===== config.mk =====
export PLATFORM = sky130hd
export DESIGN_NAME = message_scroll_mem
export DESIGN_NICKNAME = d
export VERILOG_FILES = /design/src/rtl/message_scroll_mem.sv
export SDC_FILE = /design/constraint.sdc
export NUM_CORES = 1
export LEC_CHECK = 0
export CAP_MARGIN = 20
export CORE_ASPECT_RATIO = 1.2
export CORE_MARGIN = 1
export CORE_UTILIZATION = 39
export CTS_CLUSTER_DIAMETER = 40
export DETAILED_ROUTE_END_ITERATION = 6
export PLACE_DENSITY = 0.78
export SLEW_MARGIN = 10
export SYNTH_ARGS = -nofsm -noshare
export SYNTH_HDL_FRONTEND = slang
export SYNTH_SLANG_ARGS = --single-unit

===== constraint.sdc =====
create_clock -name clk -period 2 [get_ports clk]
set_input_delay 0.4 -clock clk [delete_from_list [all_inputs] [get_ports clk]]
set_output_delay 0.4 -clock clk [all_outputs]
set_load 0.02 [all_outputs]

===== src/rtl/message_scroll_mem.sv =====
// Scrolling message memory: a DEPTH-character store viewed through a WIN-character window that advances on step or auto-timer.
// Optional macro MSG_MEM_WRITE_EN enables run-time character writes; otherwise the memory keeps its reset pattern.
module message_scroll_mem #(
  parameter int CHAR_W = 4,
  parameter int DEPTH  = 16,
  parameter int WIN    = 4,
  parameter int DIV    = 25000000
) (
  input  logic                       clk,
  input  logic                       reset,
  input  logic                       step,
  input  logic                       auto_en,
  input  logic                       dir,
  input  logic                       wr_en,
  input  logic [$clog2(DEPTH)-1:0]   wr_addr,
  input  logic [CHAR_W-1:0]          wr_data,
  output logic [DEPTH*CHAR_W-1:0]    message,
  output logic [WIN*CHAR_W-1:0]      window,
  output logic [$clog2(DEPTH)-1:0]   ptr,
  output logic                       wrap
);

  localparam int AW = $clog2(DEPTH);
  localparam int TW = (DIV > 1) ? $clog2(DIV) : 1;
  localparam logic [AW-1:0] LAST_W  = AW'(DEPTH - 1);
  localparam logic [AW:0]   DEPTH_W = (AW + 1)'(DEPTH);
  localparam logic [TW-1:0] TC_W    = TW'(DIV - 1);

  logic [CHAR_W-1:0] mem_r [DEPTH];
  logic [AW-1:0]     ptr_r;
  logic [AW-1:0]     ptr_nxt_s;
  logic              wrap_r;
  logic              wrap_nxt_s;
  logic [TW-1:0]     timer_r;
  logic              tc_s;
  logic              advance_s;

  assign tc_s      = auto_en && (timer_r == TC_W);
  assign advance_s = step || tc_s;

  // Auto-scroll timer: free-runs 0..DIV-1 while enabled, parked at zero otherwise.
  always_ff @(posedge clk or posedge reset) begin
    if (reset) begin
      timer_r <= '0;
    end else if (!auto_en || tc_s) begin
      timer_r <= '0;
    end else begin
      timer_r <= timer_r + TW'(1);
    end
  end

  // Next window start and wrap flag for the requested direction.
  always_comb begin
    ptr_nxt_s  = ptr_r;
    wrap_nxt_s = 1'b0;
    if (advance_s) begin
      if (dir) begin
        if (ptr_r == '0) begin
          ptr_nxt_s  = LAST_W;
          wrap_nxt_s = 1'b1;
        end else begin
          ptr_nxt_s  = ptr_r - AW'(1);
        end
      end else begin
        if (ptr_r == LAST_W) begin
          ptr_nxt_s  = '0;
          wrap_nxt_s = 1'b1;
        end else begin
          ptr_nxt_s  = ptr_r + AW'(1);
        end
      end
    end else begin
      ptr_nxt_s  = ptr_r;
    end
  end

  // Window start pointer and single-cycle wrap pulse.
  always_ff @(posedge clk or posedge reset) begin
    if (reset) begin
      ptr_r  <= '0;
      wrap_r <= 1'b0;
    end else begin
      ptr_r  <= ptr_nxt_s;
      wrap_r <= wrap_nxt_s;
    end
  end

  // Character store: reset loads the index pattern, writes are optional.
  always_ff @(posedge clk or posedge reset) begin
    if (reset) begin
      for (int i = 0; i < DEPTH; i++) begin
        mem_r[i] <= CHAR_W'(i);
      end
    end else begin
`ifdef MSG_MEM_WRITE_EN
      if (wr_en && ({1'b0, wr_addr} < DEPTH_W)) begin
        mem_r[wr_addr] <= wr_data;
      end
`endif
    end
  end

`ifndef MSG_MEM_WRITE_EN
  logic unused_wr_s;
  assign unused_wr_s = ^{wr_en, wr_addr, wr_data};
`endif

  for (genvar i = 0; i < DEPTH; i++) begin : g_msg
    assign message[i*CHAR_W +: CHAR_W] = mem_r[i];
  end

  for (genvar k = 0; k < WIN; k++) begin : g_win
    logic [AW:0]   sum_s;
    logic [AW-1:0] idx_s;
    // Window slot index, folded back into 0..DEPTH-1.
    always_comb begin
      sum_s = {1'b0, ptr_r} + (AW + 1)'(k);
      if (sum_s >= DEPTH_W) begin
        idx_s = AW'(sum_s - DEPTH_W);
      end else begin
        idx_s = sum_s[AW-1:0];
      end
    end
    assign window[k*CHAR_W +: CHAR_W] = mem_r[idx_s];
  end

  assign ptr  = ptr_r;
  assign wrap = wrap_r;

endmodule


==> metrics.json, run 1 <==
{
  "routed_wire_length_per_instance_um": 9.79,
  "number_of_antenna_violations_at_the_first_check_in_global_routing": 0,
  "synth_enable_flop_cells": 0,
  "worst_ep_arrival_time_ps": 2100,
  "cts-root-buf": "clkbuf_8",
  "remaining_drc_errors": 0,
  "setup_viol": 0,
  "synthArstFlopShare_pct": 100,
  "drive_above_1_share_pct": 12.0,
  "clock_insertion_delay_worst_skew_ps": 280,
  "via_per_inst": 4.44,
  "drv_cap": 0,
  "postRouteAntennaNets": 0,
  "dr_total_vias": 1571,
  "yosys_warnings": 64,
  "rr_endpoint": "timer_r[24]$_DFF_PP0_",
  "min_path_type": "flop to flop",
  "die_height_um": 86.0,
  "postSynthRegisterBits": 30,
  "finalCritPeriodShare_pct": 95.4,
  "clockBufferDepth": 2,
  "cts_tree": "built",
  "outcome": "completed",
  "syn_avg_cell_area_um2": 9.02,
  "grt_use_total_pct": 12.4,
  "reg2reg_from": "timer_r[11]$_DFF_PP0_",
  "synth-seq-area-share_pct": 32.8,
  "floorplan.rows": 30,
  "num_cts_buffers": 5,
  "most_used_dff_post_synth": "dfrtp_1",
  "worstSetupStartpoint": "timer_r[11]$_DFF_PP0_",
  "post-dp-hpwl_um": 2590,
  "clock_net_sink_count": 30,
  "drt_first_iter_violations": 124,
  "nets_finish": 290,
  "synth.cell_area_um2": 2290,
  "clock_skew_ps": 4.86,
  "fmax_mhz": 524,
  "cts_hold_repair.buffers": 0,
  "worstSetupEndpoint": "timer_r[24]$_DFF_PP0_",
  "powerDensity_nw_per_um2": 759,
  "fp.dieArea_um2": 6190,
  "worstPathMaxFanout": 14,
  "first_global_vias": 1328,
  "wire_length_of_the_first_global_routing_pass_um": 6050,
  "finalHoldWorstSlack_ps": 463,
  "chipWidth_um": 72.0,
  "final_hold_viol_count": 0,
  "criticalPathCategory": "flop to flop",
  "vdd_drop_max_mv": 0.262,
  "reg2regPathDepth": 4,
  "p_leak_uw": 0.00104,
  "synth_cell_types": 45,
  "critical_path.endpoint_type": "flop",
  "area_growth_pct": 1.75,
  "synthesized_instance_count": 254,
  "drt-pass1-iter-count": 4,
  "core_um2": 5670,
  "io-pin-count": 99,
  "period_minus_slack_ps": 1910,
  "drv_slew": 0,
  "clock_tree.htree_level_count": 2,
  "antenna_cells": 0,
  "post_layout_nonfiller_instances": 354,
  "timing.reg2reg.setup_slack_ps": 90,
  "initial_core_util_pct": 40.4,
  "placed_cells_incl_taps": 345,
  "grt_max_degree": 31,
  "placement.io_buffers": 9,
  "finalWeightedCongestion": 0.864,
  "crit_path_launch_type": "flop",
  "cts.clk_slew.worst_paths_ps": 60,
  "grt_overflow_total": 0,
  "cp_data_required_time_ps": 2200,
  "totalWireLength_um": 3470
}
## timing repair
action / in CTS / in global routing
endpoints found under the setup margin: 0 / 7
gates resized for setup: 0 / 6
setup buffers: 0 / 1
## cell families after synthesis
family,Yosys count,share of synthesized area (%)
buffers and inverters,95,29.1
AND/OR/NAND/NOR,74,19.2
AO/OA/AOI/OAI,33,9.99
flip-flops,30,32.8
XOR/XNOR,14,5.35
multiplexers,4,1.80
adder cells (fa/ha/maj),3,1.64
other,1,0.164
## worst max-delay path, stage by stage (launching register included)
cell     delay (ps)
dfrtp_2         410
nand3_2         100
or4_4           620
or4_4           530
a21oi_1         150
## layer usage
metal,GRT usage [%],routed length [um]
met1,14.9,1520
met2,20.8,1720
met3,3.88,163
met4,4.28,59
met5,0,0
## area by class of cell
cell class | count | area (um2)
Clock buffer | 7 | 86.3
Clock inverter | 1 | 5.00
Fill cell | 566 | 3340
Inverter | 9 | 33.8
Multi-Input combinational cell | 208 | 1190
Sequential cell | 30 | 752
Tap cell | 80 | 100
Timing Repair Buffer | 19 | 165
## cells in the mapped netlist (2+ instances only)
library cell  number  share of area, %
a21oi_2            2              0.76
o21ai_0            6               1.3
nor2b_1            2              0.55
buf_4             80                26
nand4b_1           2              0.76
xnor2_1            6               2.3
nand4_1            8               2.2
buf_2              2              0.44
ha_1               3               1.6
or3_1              2              0.55
nor2_1            16               2.6
dfrtp_1           30                33
nand3_1            7               1.5
and3_1             2              0.55
a21oi_1            9               2.0
xor2_1             8               3.1
o31ai_1            8               2.6
nor4_1             4               1.1
or4_4              3               1.5
clkbuf_1           2              0.33
nand2_1           11               1.8
mux2i_1            3               1.3
or4_1              6               2.0
and4_1             3               1.1
inv_1              9               1.5
## state kept, by name, indices dropped and copies added (netlist names)
signal and count:
ptr 4, timer_r 25, wrap 1
## stage by stage
step                area (um2)  setup WS, ps  util (%)  total power [uW]  setup TNS, ps
global route              2330         -6.94      41.1              1890          -6.94
detailed placement        2210          86.9      39.0              1300              0
global placement          2210           122      39.0              1280              0
floorplan                 2590           115         -              1260              0
finish                    2330          92.6      41.1              1770              0
CTS                       2300          68.6      40.6              1790              0
## worst min path at each step
| stage | startpoint | to | slack [ps] | cells past startpoint |
|---|---|---|---|---|
| floorplan | timer_r[0]$_DFF_PP0_ | timer_r[0]$_DFF_PP0_ | 430 | 1 |
| global placement | timer_r[0]$_DFF_PP0_ | timer_r[0]$_DFF_PP0_ | 440 | 1 |
| detailed placement | timer_r[0]$_DFF_PP0_ | timer_r[0]$_DFF_PP0_ | 450 | 1 |
| CTS | timer_r[0]$_DFF_PP0_ | timer_r[0]$_DFF_PP0_ | 460 | 1 |
| global route | timer_r[0]$_DFF_PP0_ | timer_r[0]$_DFF_PP0_ | 480 | 1 |
| finish | timer_r[0]$_DFF_PP0_ | timer_r[0]$_DFF_PP0_ | 460 | 1 |
## layout by cell type, fill, tap and decap left out, types with 3 or more instances in the layout
cell type,count
or4_1,4
nand4_1,8
or4_4,5
o21ai_0,6
nand2_1,11
a21oi_1,9
clkbuf_8,6
clkdlybuf4s50_1,9
nor4_1,4
buf_4,10
nor2_1,16
xor2_1,8
nand3_1,6
inv_1,9
xnor2_1,6
conb_1,80
and4_1,3
o31ai_1,8
mux2i_1,3
dfrtp_1,29
## where the power goes
part	switching, uW	internal, uW
registers	88.5	656
logic	336	204
clock network	208	277
Power figures use the tool's default switching activity.
==> run 2, diff against run 1 <==
--- a/config.mk
+++ b/config.mk
@@ -6,7 +6,6 @@
 export NUM_CORES = 1
 export LEC_CHECK = 0
 export CAP_MARGIN = 20
-export CORE_ASPECT_RATIO = 1.2
 export CORE_MARGIN = 1
 export CORE_UTILIZATION = 39
 export CTS_CLUSTER_DIAMETER = 40
==> run 2 against run 1 <==
Effect of this change:
- routed wire length is 8.2% higher
- sequential cell count unchanged
- worst setup slack worse by 39 ps
- core utilization decreased by 0.071 points
- register-to-register slack worse by 40 ps
- sequential share of layout area increased by 0.54 points
==> metrics.json, run 2 (synthesized netlist as in run 1, its figures left out) <==
{
  "num_cts_buffers": 5,
  "clock_net_sink_count": 30,
  "clock_tree.htree_level_count": 2,
  "clock_skew_ps": 5.67,
  "cts_post_setup_buffers_inserted": 0,
  "clockPowerShare_pct": 26.5,
  "grt_max_degree": 31,
  "criticalPathCategory": "flop to flop",
  "cts-root-buf": "clkbuf_8",
  "drv_cap": 0,
  "postRouteAntennaNets": 0,
  "initial_core_util_pct": 41.1,
  "vdd_drop_max_mv": 0.331,
  "most_frequent_standard_cell_in_the_layout_excluding_fill_and_tap_cells": "conb_1",
  "power_switching_share_pct": 37.0,
  "nets_finish": 289,
  "cts_hold_repair.buffers": 0,
  "chipWidth_um": 78.7,
  "cts.clk_slew.worst_paths_ps": 60,
  "p_leak_uw": 0.00103,
  "fp.dieArea_um2": 6190,
  "post-route-worst-setup-slack_ps": 53.8,
  "intPower_uw": 1100,
  "worstPathMaxFanout": 14,
  "antenna_cells": 0,
  "crit_path_launch_type": "flop",
  "grt_use_total_pct": 12.3,
  "worstSetupStartpoint": "timer_r[15]$_DFF_PP0_",
  "post_layout_nonfiller_instances": 344,
  "cp_data_required_time_ps": 2210,
  "drv_slew": 0,
  "final_hold_viol_count": 0,
  "via_per_inst": 4.59,
  "outcome": "completed",
  "clockBufferDepth": 2,
  "io-pin-count": 99,
  "min_path_type": "flop to flop",
  "cts_tree": "built",
  "multi_input_area_um2": 1180,
  "period_minus_slack_ps": 1950,
  "largest_register_by_flop_count": "timer_r",
  "setup_viol": 0,
  "finalCritPeriodShare_pct": 97.3,
  "reg2reg_from": "timer_r[15]$_DFF_PP0_",
  "layout.filler_cells": 560,
  "grt_setup_unrepaired": "false",
  "beginning_of_the_worst_hold_path": "timer_r[0]$_DFF_PP0_",
  "floorplan.rows": 27,
  "area_growth_pct": -0.109,
  "critical_path.endpoint_type": "flop",
  "placed_cells_incl_taps": 337,
  "drt_first_iter_violations": 116,
  "post_cts_resize_count": 0,
  "post-dp-hpwl_um": 2670,
  "first_global_vias": 1283,
  "fin_setup_tns_ps": 0,
  "placement.io_buffers": 9,
  "die_height_um": 78.7,
  "routed_wire_length_per_instance_um": 10.9,
  "core_um2": 5570,
  "wire_length_of_the_first_global_routing_pass_um": 5910,
  "power_frac_comb_pct": 30.7,
  "drive_above_1_share_pct": 9.93,
  "dr_total_vias": 1580,
  "finalWeightedCongestion": 0.792,
  "drt-pass1-iter-count": 4,
  "fmax_mhz": 514,
  "powerDensity_nw_per_um2": 761,
  "seqCellArea_um2": 751,
  "switching_power_uw": 644,
  "max_reg_flops": 25,
  "number_of_antenna_violations_at_the_first_check_in_global_routing": 0,
  "worst_ep_arrival_time_ps": 2160,
  "clock_insertion_delay_worst_skew_ps": 290,
  "totalWireLength_um": 3750,
  "remaining_drc_errors": 0,
  "sequential_power_share_pct": 42.8,
  "dpl_worst_slack_ps": 50.4,
  "layout.cells.most_common_list": "80 x conb_1, 30 x dfrtp_1, 16 x nor2_1, 11 x nand2_1",
  "grt_overflow_total": 0
}
==> run 2: per-stage QoR <==
| step | total power, uW | hold WS, ps | instance area [um2] | util (%) |
|---|---|---|---|---|
| 2_1_floorplan | 1260 | 425 | 2590 | - |
| 3_3_place_gp | 1280 | 437 | 2200 | 39.5 |
| 3_5_place_dp | 1290 | 449 | 2200 | 39.5 |
| 4_1_cts | 1760 | 456 | 2280 | 40.9 |
| 5_1_grt | 1840 | 492 | 2290 | 41.1 |
| 6_report | 1740 | 452 | 2290 | 41.1 |
==> run 2: power groups by stage <==
stage / logic (uW) / clock network (uW) / registers, uW
2_1_floorplan: 467 / 0 / 790
5_1_grt: 584 / 498 / 762
6_report: 535 / 461 / 747
4_1_cts: 539 / 471 / 745
3_5_place_dp: 536 / 0 / 757
3_3_place_gp: 527 / 0 / 755
==> run 2: area by class of cell <==
cell class	count	share of cell area [%]
repair buffers	18	6.89
clock buffers	7	3.33
well taps	72	3.93
inverters	9	1.48
flip-flops and latches	30	32.8
multi-input cells	208	51.6
==> run 2: metal layers <==
metal | wire length, um | global-route usage [%]
met5 | 0 | 0
met2 | 1840 | 19.5
met4 | 59 | 4.44
met3 | 198 | 4.19
met1 | 1650 | 15.3
==> run 2: path summary, 6_finish.rpt <==
check                                   endpoint  slack, ps  depth (start not counted)
setup reg to reg           timer_r[24]$_DFF_PP0_         50                          4
hold / removal              timer_r[0]$_DFF_PP0_        450                          1
setup / recovery           timer_r[24]$_DFF_PP0_         50                          4
max in group asynchronous     ptr[1]$_DFFE_PP0P_       1230                          3
hold reg to reg             timer_r[0]$_DFF_PP0_        450                          1
min in group asynchronous   timer_r[3]$_DFF_PP0_        500                          3
==> run 2: worst max-delay path, stage by stage, from the launching register on <==
cell and delay [ps]:
dfrtp_1 450, nand2_1 120, or4_4 630, or4_1 530, a21oi_1 150
